`config.mk`:
```
export PLATFORM = sky130hd
export DESIGN_NAME = sim_console
export DESIGN_NICKNAME = d
export VERILOG_FILES = /design/src/rtl/RS5_pkg.sv /design/src/rtl/sim_fifo.sv /design/src/rtl/sim_console.sv
export SDC_FILE = /design/constraint.sdc
export NUM_CORES = 1
export LEC_CHECK = 0
export ABC_AREA = 1
export ABC_CLOCK_PERIOD_IN_PS = 2200
export CAP_MARGIN = 20
export CORE_ASPECT_RATIO = 1.4
export CORE_UTILIZATION = 59
export DETAILED_ROUTE_END_ITERATION = 12
export GPL_TIMING_DRIVEN = 0
export PLACE_DENSITY_LB_ADDON = 0.08
export SLEW_MARGIN = 20
export SYNTH_ARGS = -nofsm -noshare
export SYNTH_HDL_FRONTEND = slang
export SYNTH_SLANG_ARGS = --single-unit
```
`constraint.sdc`:
```
create_clock -name clk -period 2.2 [get_ports clk]
set_clock_uncertainty 0.15 [all_clocks]
set_input_delay 0.44 -clock clk [delete_from_list [all_inputs] [get_ports clk]]
set_output_delay 0.44 -clock clk [all_outputs]
set_load 0.02 [all_outputs]
```
`src/rtl/RS5_pkg.sv`:
```
// Shared constants for the RS5 simulation console: register offsets, state encoding
// and the exit code reported on watchdog expiry.
package RS5_pkg;

    localparam logic [11:0] OFF_EXIT     = 12'h000;
    localparam logic [11:0] OFF_CYCLE_LO = 12'h004;
    localparam logic [11:0] OFF_CYCLE_HI = 12'h008;
    localparam logic [11:0] OFF_STATUS   = 12'h00C;
    localparam logic [11:0] OFF_TXDATA   = 12'h100;

    localparam logic [31:0] TIMEOUT_EXIT_CODE = 32'hFFFF_FFFF;

    typedef enum logic [1:0] {
        CS_RUN   = 2'd0,
        CS_DRAIN = 2'd1,
        CS_DONE  = 2'd2
    } console_state_e;

endpackage

```
`src/rtl/sim_fifo.sv`:
```
// Synchronous FIFO with wrap-bit pointers and registered full/empty flags.
// A push while full and a pop while empty are both ignored.
module sim_fifo #(
    parameter int unsigned WIDTH = 8,
    parameter int unsigned DEPTH = 16
) (
    input  logic             clk,
    input  logic             reset_n,
    input  logic             push,
    input  logic             pop,
    input  logic [WIDTH-1:0] din,
    output logic             full,
    output logic             empty,
    output logic [WIDTH-1:0] head
);

    localparam int unsigned AW = $clog2(DEPTH);
    localparam logic [AW:0] PTR_ONE = (AW + 1)'(1);

    logic [WIDTH-1:0] mem [DEPTH];
    logic [AW:0]      wr_q, rd_q, wr_n, rd_n;
    logic             do_push, do_pop;

    // Fullness is judged on the registered flag, so a same-cycle pop never frees room.
    always_comb begin
        do_push = push && !full;
        do_pop  = pop && !empty;
        wr_n    = do_push ? wr_q + PTR_ONE : wr_q;
        rd_n    = do_pop ? rd_q + PTR_ONE : rd_q;
    end

    always_ff @(posedge clk) begin
        if (!reset_n) begin
            wr_q  <= '0;
            rd_q  <= '0;
            empty <= 1'b1;
            full  <= 1'b0;
        end else begin
            wr_q  <= wr_n;
            rd_q  <= rd_n;
            empty <= (wr_n == rd_n);
            full  <= (wr_n[AW] != rd_n[AW]) && (wr_n[AW-1:0] == rd_n[AW-1:0]);
        end
    end

    always_ff @(posedge clk) begin
        if (do_push) begin
            mem[wr_q[AW-1:0]] <= din;
        end
    end

    assign head = mem[rd_q[AW-1:0]];

endmodule

```
`src/rtl/sim_console.sv`:
```
// Memory-mapped simulation console: per-channel character FIFOs, 64-bit cycle counter,
// exit register and inactivity watchdog; done_o rises once every FIFO has drained.
module sim_console
    import RS5_pkg::*;
#(
    parameter int unsigned CHANNELS       = 2,
    parameter int unsigned FIFO_DEPTH     = 16,
    parameter int unsigned TIMEOUT_CYCLES = 0,
    // Reset value of the cycle counter; lets a run start close to a wrap boundary.
    parameter logic [63:0] CYCLE_INIT     = 64'd0
) (
    input  logic                  clk,
    input  logic                  reset_n,
    input  logic                  en_i,
    input  logic [3:0]            we_i,
    input  logic [11:0]           addr_i,
    input  logic [31:0]           data_i,
    output logic [31:0]           data_o,
    output logic [CHANNELS-1:0]   tx_valid_o,
    output logic [8*CHANNELS-1:0] tx_data_o,
    input  logic [CHANNELS-1:0]   tx_ready_i,
    output logic                  done_o,
    output logic [31:0]           exit_code_o,
    output logic                  timeout_o
);

    console_state_e state_q;
    logic [63:0]    cycle_q;
    logic [31:0]    shadow_q;
    logic [31:0]    wdog_q;
    logic [CHANNELS-1:0] ovf_q;

    logic [11:0]         addr_w;
    logic                wr, rd, exit_wr, status_rd, lo_rd, wdog_expire;
    logic [CHANNELS-1:0] push_req, push_acc, ovf_set, pop, full, empty;
    logic [7:0]          full8, ovf8;
    logic [31:0]         rdata_c;
    logic                unused_addr;

    assign unused_addr = ^addr_i[1:0];
    assign addr_w      = {addr_i[11:2], 2'b00};
    assign wr          = en_i && (we_i != 4'b0000);
    assign rd          = en_i && (we_i == 4'b0000);
    assign exit_wr     = wr && (addr_w == OFF_EXIT);
    assign status_rd   = rd && (addr_w == OFF_STATUS);
    assign lo_rd       = rd && (addr_w == OFF_CYCLE_LO);
    assign wdog_expire = (TIMEOUT_CYCLES != 0) && (state_q == CS_RUN)
                         && (wdog_q == 32'(TIMEOUT_CYCLES - 1));

    always_comb begin
        push_req = '0;
        for (int unsigned c = 0; c < CHANNELS; c++) begin
            push_req[c] = wr && we_i[0] && (addr_w == OFF_TXDATA + 12'(4 * c));
        end
    end

    // Character writes only count while running; outside RUN they vanish silently.
    assign push_acc   = push_req & {CHANNELS{state_q == CS_RUN}};
    assign ovf_set    = push_acc & full;
    assign tx_valid_o = ~empty;
    assign pop        = tx_valid_o & tx_ready_i;
    assign full8      = 8'(full);
    assign ovf8       = 8'(ovf_q);

    for (genvar c = 0; c < CHANNELS; c++) begin : g_ch
        sim_fifo #(
            .WIDTH (8),
            .DEPTH (FIFO_DEPTH)
        ) u_fifo (
            .clk     (clk),
            .reset_n (reset_n),
            .push    (push_acc[c]),
            .pop     (pop[c]),
            .din     (data_i[7:0]),
            .full    (full[c]),
            .empty   (empty[c]),
            .head    (tx_data_o[8*c +: 8])
        );
    end

    always_comb begin
        rdata_c = '0;
        case (addr_w)
            OFF_CYCLE_LO: rdata_c = cycle_q[31:0];
            OFF_CYCLE_HI: rdata_c = shadow_q;
            OFF_STATUS:   rdata_c = {14'd0, state_q, ovf8, full8};
            default:      rdata_c = '0;
        endcase
    end

    always_ff @(posedge clk) begin
        if (!reset_n) begin
            state_q     <= CS_RUN;
            cycle_q     <= CYCLE_INIT;
            shadow_q    <= '0;
            wdog_q      <= '0;
            ovf_q       <= '0;
            data_o      <= '0;
            done_o      <= 1'b0;
            exit_code_o <= '0;
            timeout_o   <= 1'b0;
        end else begin
            cycle_q <= cycle_q + 64'd1;
            wdog_q  <= en_i ? '0 : wdog_q + 32'd1;
            if (rd) begin
                data_o <= rdata_c;
            end
            if (lo_rd) begin
                shadow_q <= cycle_q[63:32];
            end
            // A fresh overflow in the clearing cycle survives the read-clear.
            ovf_q <= (status_rd ? '0 : ovf_q) | ovf_set;

            case (state_q)
                CS_RUN: begin
                    if (exit_wr) begin
                        state_q     <= CS_DRAIN;
                        exit_code_o <= data_i;
                    end else if (wdog_expire) begin
                        state_q     <= CS_DRAIN;
                        exit_code_o <= TIMEOUT_EXIT_CODE;
                        timeout_o   <= 1'b1;
                    end
                end
                CS_DRAIN: begin
                    if (&empty) begin
                        state_q <= CS_DONE;
                        done_o  <= 1'b1;
                    end
                end
                default: state_q <= state_q;
            endcase
        end
    end

endmodule

```
==> results of run 1 <==
==> sequential cells by signal, summed over array words and instances, names as in the netlist <==
name	count
g_ch.u_fifo.mem	256
cycle_q	64
done_o	1
ovf_q	2
g_ch.u_fifo.rd_q	10
g_ch.u_fifo.full	2
exit_code_o	32
shadow_q	32
state_q	2
g_ch.u_fifo.empty	2
data_o	32
g_ch.u_fifo.wr_q	10
==> logic make-up (layout without fill, tap and decap cells) <==
kind of cell	Yosys count	count (layout)
AND/OR/NAND/NOR	950	950
flip-flops	445	445
AO/OA/AOI/OAI	391	391
buffers and inverters	252	500
XOR/XNOR	13	13
adder cells (fa/ha/maj)	11	11
multiplexers	11	11
other	1	1
==> final timing paths <==
check,to,cells after the start,from,slack (ps)
worst min register to register,cycle_q[0]$_SDFF_PN0_,1,cycle_q[0]$_SDFF_PN0_,310
worst min-delay path,cycle_q[0]$_SDFF_PN0_,1,cycle_q[0]$_SDFF_PN0_,310
worst max register to register,cycle_q[56]$_SDFF_PN0_,7,cycle_q[11]$_SDFF_PN0_,20
worst max-delay path,tx_data_o[14],6,g_ch[1].u_fifo.rd_q[0]$_SDFF_PN0_,-580
==> critical path: cells and delay by family, from the launching register on <==
family                 cells  cell delay, ps
DFF                        1             380
buffers and inverters      2             410
AOI/OAI and AO/OA          3             670
and+or+nand+nor            1             170
==> synthesized netlist by cell type (3+ instances only) <==
master and number:
clkbuf_1 65, nor4_1 4, nand2_1 340, nand3_2 5, buf_2 6, inv_1 149, buf_4 6, nor3_1 41
nor2_1 370, buf_1 4, o32ai_1 21, xor2_1 12, nor3_2 9, edfxtp_1 256, ha_1 11, a21oi_1 92
nor2_4 12, a211oi_2 28, clkinv_1 3, inv_2 9, o21ai_0 186, nand4_1 47, dfxtp_1 189, nand2_2 7
o211ai_1 10, nand3_1 87, buf_6 10, o221ai_1 28, o22ai_1 17, nor2_2 14, mux2i_1 11
==> timing repair <==
item,CTS,global route
setup endpoints to repair,364,312
pin swaps,44,54
buffers inserted,23,9
resized for setup,343,181
hold buffers,0,0
cloned,4,3
==> power groups by stage <==
stage / logic (mW) / registers, mW / clock network, mW
global route: 0.406 / 8.79 / 7.64
floorplan: 0.121 / 8.98 / 0
finish: 0.385 / 8.79 / 7.35
CTS: 0.370 / 8.79 / 7.29
detailed placement: 0.365 / 8.98 / 0
global placement: 0.360 / 8.98 / 0
==> cell type report <==
cell class	count	share of cell area
clock buffers	58	0.0477
plain buffers	89	0.0312
flip-flops and latches	445	0.467
inverters	161	0.0256
multi-input cells	1377	0.328
clock inverters	19	0.00758
well taps	440	0.0224
repair buffers	173	0.0698
==> through the flow <==
step / setup TNS (ps) / area (um^2) / setup slack, ps
final: -7940 / 24600 / -579
after floorplan: 0 / 19500 / 82.7
after CTS: -7120 / 23900 / -487
after global placement: -357350 / 21400 / -1020
after global routing: -8840 / 24600 / -608
after detailed placement: -336070 / 21400 / -1080
==> routing by layer <==
metal | wire length [um] | global-route usage | share of wire | vias to the layer above
met4 | 5840 | 0.301 | 0.090 | 0
li1 | - | - | - | 7583
met5 | 0 | 0 | 0 | -
met2 | 32900 | 0.658 | 0.51 | 910
met3 | 4230 | 0.0534 | 0.065 | 299
met1 | 21800 | 0.388 | 0.34 | 7987
==> results.md, run 1 <==
* Area of the mapped netlist at 19500 um^2
* Min cycle time layout at 2780 ps
* Syn-to-layout area delta at 26.0%
* First-pass iteration count of the detailed router at 5
* Clock latency on the worst-skew pair at 550 ps
* Tcrit/Tclk final at 1.26
* Die height at 217 um
* CTS H-Tree Depth at 2
* Yosys top cell by area: edfxtp_1
* Netlist cell types at 50
* Final hold violation count at 0
* Sw Pwr at 3.52 mW
* Power per cell area at 672 nW/um^2
* Post-Synth Simple-Gate Area at 0.215
* Number of synthesized flops with an enable pin at 256
* Max-slew headroom at the worst pin at 0.342
* Crit path cell chain: clkbuf_4 > o21ai_0 > o32ai_2 > o211ai_1 > nand3_1 > buf_2
* # diodes at 0
* Slew Viols, Final at 0
* RSZ-0062 raised after global routing: true
* Vias at 16779
* Clock Path Buffers at 3
* Total CTS buffers at 42
* Compound-Gate Fraction of Synth Area at 0.124
* Layout cell share with drive strength beyond 1 at 0.199
* Port Buf Inserts at 133
* Die area at 33800 um^2
* Avg Cell Area, Syn at 9.41 um^2
* Antenna-violating nets left at 0
* Failing checks: setup timing
* Final Power at 16.5 mW
* Ys Warns at 0
* Initial antenna violation count at 0
* Sw Ratio at 0.213
* Area contributors post-synth: edfxtp_1 (39%), dfxtp_1 (19%), nor2_1 (7.1%)
* Fill cells at 2156
* Int Power at 13.0 mW
* CTS sink cnt at 445
* Slowest cell on the critical path: dfxtp_4
* Peak supply drop at 777 uV
* Post-DR wirelength/cell at 23.4 um
* Adder-Cell Fraction of Synth Area at 0.00705
* Die Width at 156 um
* Slew @ Worst Pin at 987 ps
* DRT Wirelength at 64700 um
* Clk network pwr share at 0.445
* Data required, critical path at 1610 ps
* Fin cells at 2762
* Top_reg_cell synth: edfxtp_1
* Synth Area in XOR/XNOR at 0.00667
* DRC viols at 0
* Crit-path max FO at 10
* Hpwl dp at 42500 um
* Mux share of post-synthesis cell area at 0.00564
* Area fraction of the dominant cell type after synthesis at 0.394
* Final worst slack at -579 ps
* Critical path arrival at 2190 ps
* Gate Count Post-Synth at 2074
* Max Clk Rate at 360 MHz
* Total gr overflow at 0
* Clock slew at reported path FFs at 70 ps
* Gpl congestion at 1.02
* Most common cell after layout, fill and taps aside: nand2_1
* Root buffer selected by CTS: clkbuf_16
* CTS tree: built
* Combinational share of power at 0.023
* IO Count at 137
* Dpl cells at 2648
* Flop pwr share at 0.532
* Total GRT Usage at 0.370
* Core area at 32500 um^2
* WHS at 308 ps
* Final-stage net count at 2353
* Synth Net Count at 2138
* Average vias per placed instance at 6.07
* Initial DRC count at 1740
* Crit. End Element: output port
* Initial Utilization at 0.601
* Vias in the first global route at 16558
* Reg area at 11500 um^2
* First-pass GRT wire length at 93400 um
* Register area share after synthesis at 0.588
* Hold Path Class: flip-flop to flip-flop
* Status: finished with violations
* FFs w/ async S/R, synth at 0
* Startpoint types: flip-flop
* Post-layout util at 0.757
* Yosys reg bits at 445
* Leakage at 8.31 nW
* Largest family of logic cells by synthesized area: simple AND/OR/NAND/NOR gates
* # setup viols final at 16
* Site row count at 78
* Max stage delay on crit path at 380 ps
* Multi-input gate area at 8070 um^2
* Maximum number of pins on one net before global-route repair at 34
* Maxcap violations at 0
* Highest-count cells in the layout ignoring fill and taps: nand2_1 (332), nor2_1 (305), edfxtp_1 (256)
* Crit Path Class: flip-flop to output port
No activity file was read; power rests on OpenSTA's default activity.
==> inputs of run 2 (changes only) <==
Settings changed: CORE_MARGIN from default to 10.
==> run 2 against run 1 <==
Compared with the run above: the flow still finishes with violations (setup timing); total power decreased by 0.65%; worst hold slack got worse by 5.9 ps; core utilization up 0.84 points; wire length rose by 5.6%; combinational power is essentially flat; non-clock buffer count grew 12; critical path depth is 2 higher; design area rose by 1.1%.
==> results.md, run 2 (same netlist as run 1, synthesis figures left out) <==
* Final Power at 16.4 mW (-0.65%)
* Min cycle time layout at 2820 ps (+40.6 ps)
* Clock latency on the worst-skew pair at 570 ps (+20 ps)
* RSZ-0062 raised after global routing: true
* Most common cell after layout, fill and taps aside: nand2_1
* CTS H-Tree Depth at 2 (unchanged)
* Max-slew headroom at the worst pin at 0.246 (-0.0963)
* Hpwl dp at 44100 um (+3.7%)
* Fill cells at 2150 (-0.28%)
* Peak supply drop at 518 uV (-33%)
* Clock slew at reported path FFs at 60 ps (about the same)
* Final-stage net count at 2366 (+0.55%)
* Post-DR wirelength/cell at 24.6 um (+5.1%)
* Vias in the first global route at 16693 (+0.82%)
* CTS tree: built
* IO Count at 137 (unchanged)
* Cell area after layout at 24900 um^2 (+1.1%)
* Tcrit/Tclk final at 1.28 (+0.0185)
* Crit Path Class: flip-flop to output port
* Hold Path Class: flip-flop to flip-flop
* Root buffer selected by CTS: clkbuf_16
* DRT Wirelength at 68400 um (+5.6%)
* Initial Utilization at 0.601 (unchanged)
* CTS sink cnt at 445 (unchanged)
* Maxcap violations at 0 (unchanged)
* CP startpoint: g_ch[1].u_fifo.rd_q[0]$_SDFF_PN0_
* Leakage at 8.49 nW (+2.3%)
* Total GRT Usage at 0.303 (-0.0676)
* Layout cell share with drive strength beyond 1 at 0.205 (+0.00669)
* Fin cells at 2776 (+0.51%)
* Core area at 32500 um^2 (unchanged)
* Slew Viols, Final at 0 (unchanged)
* Post-route setup TNS at -8880 ps (-941 ps)
* Startpoint types: flip-flop
* Cts-stage hold buffer count at 0 (unchanged)
* Initial antenna violation count at 2 (+2)
* Port Buf Inserts at 133 (unchanged)
* Max Clk Rate at 355 MHz (-1.4%)
* Final hold violation count at 0 (unchanged)
* Antenna-violating nets left at 0 (unchanged)
* Initial DRC count at 2217 (+27%)
* Failing checks: setup timing
* Crit-path max FO at 10 (unchanged)
* First-pass GRT wire length at 96600 um (+3.4%)
* DRC viols at 0 (unchanged)
* Final worst slack at -619 ps (-40.6 ps)
* # setup viols final at 16 (unchanged)
* Syn-to-layout area delta at 27.4%
* Dpl ws at -1100 ps (-19.8 ps)
* Crit. End Element: output port
* Die area at 40900 um^2 (+21%)
* Gpl congestion at 0.965 (-5.0%)
* Site row count at 78 (unchanged)
* Average vias per placed instance at 6.15 (+1.3%)
* Die height at 235 um (+8.3%)
* WHS at 302 ps (-5.88 ps)
* Hold wc startpoint: cycle_q[0]$_SDFF_PN0_
* Critical path arrival at 2230 ps (+40 ps)
* Clock Path Buffers at 3 (unchanged)
* First-pass iteration count of the detailed router at 6 (+1)
* Dpl cells at 2647 (-0.038%)
* Maximum number of pins on one net before global-route repair at 34 (unchanged)
* Status: finished with violations
* Vias at 17078 (+1.8%)
* Cell Area, Placed at 21400 um^2 (about the same)
* Total gr overflow at 0 (unchanged)
* Power per cell area at 660 nW/um^2 (-1.7%)
* Die Width at 174 um (+12%)
* Highest-count cells in the layout ignoring fill and taps: nand2_1 (333), nor2_1 (303), edfxtp_1 (256)
* Post-layout util at 0.765 (+0.00839)
* Slew @ Worst Pin at 1130 ps (+144 ps)
* Data required, critical path at 1610 ps (about the same)
* Total CTS buffers at 42 (unchanged)
* Max FFs per register at 256 (unchanged)
* RR Startpoint: cycle_q[35]$_SDFF_PN0_
## run 2: cell types whose count changed in the layout (fill, tap and decap cells not counted), sizes merged
cell           previous run  this run
buf                      94       104
diode                     0         2
clkbuf                  116       113
bufinv                    3         2
dlygate4sd2               3         4
dlymetal6s2s              3         5
clkdlybuf4s50           104       100
clkinv                   13        16
clkinvlp                  5         7
inv                     159       161
## run 2: worst paths after layout
path | end | slack [ps] | cells past startpoint
max | tx_data_o[9] | -620 | 8
min | cycle_q[0]$_SDFF_PN0_ | 300 | 1
max reg2reg | cycle_q[61]$_SDFF_PN0_ | 70 | 7
min reg2reg | cycle_q[0]$_SDFF_PN0_ | 300 | 1
## run 2: power breakdown
part / switching (mW) / internal, mW
combinational: 0.274 / 0.112
clock: 3.33 / 3.92
sequential: 0.00464 / 8.78
total: 3.60 / 12.8
## run 2: area by class of cell
class	instances	area [um^2]	share of cell area
well taps	440	551	0.0221
multi-input cells	1377	8170	0.329
repair inverters	1	8.76	0.000352
diodes	2	5.00	0.000201
repair buffers	184	1870	0.0753
plain buffers	90	806	0.0324
inverters	161	628	0.0253
flip-flops and latches	445	11500	0.462
clock inverters	24	209	0.00840
clock buffers	52	1130	0.0454
## run 2: worst max-delay path, cell delays in order (launching register included)
cell and delay (ps):
dfxtp_4 380, buf_12 160, inv_6 90, clkbuf_8 180, nor2_1 70, o32ai_1 370
nand2_1 130, nand3_1 140, buf_6 140
## run 2: timing repair
action                     4_1_cts  5_1_grt
setup buffers                   24       16
setup endpoints to repair      325      309
pin swaps                       57       61
resized for setup              390      182
cloned                           9        4
## run 2: layer usage
layer	part of all wire	track usage
met5	0	0
met4	0.078	0.211
met3	0.080	0.0406
met2	0.52	0.545
met1	0.33	0.320
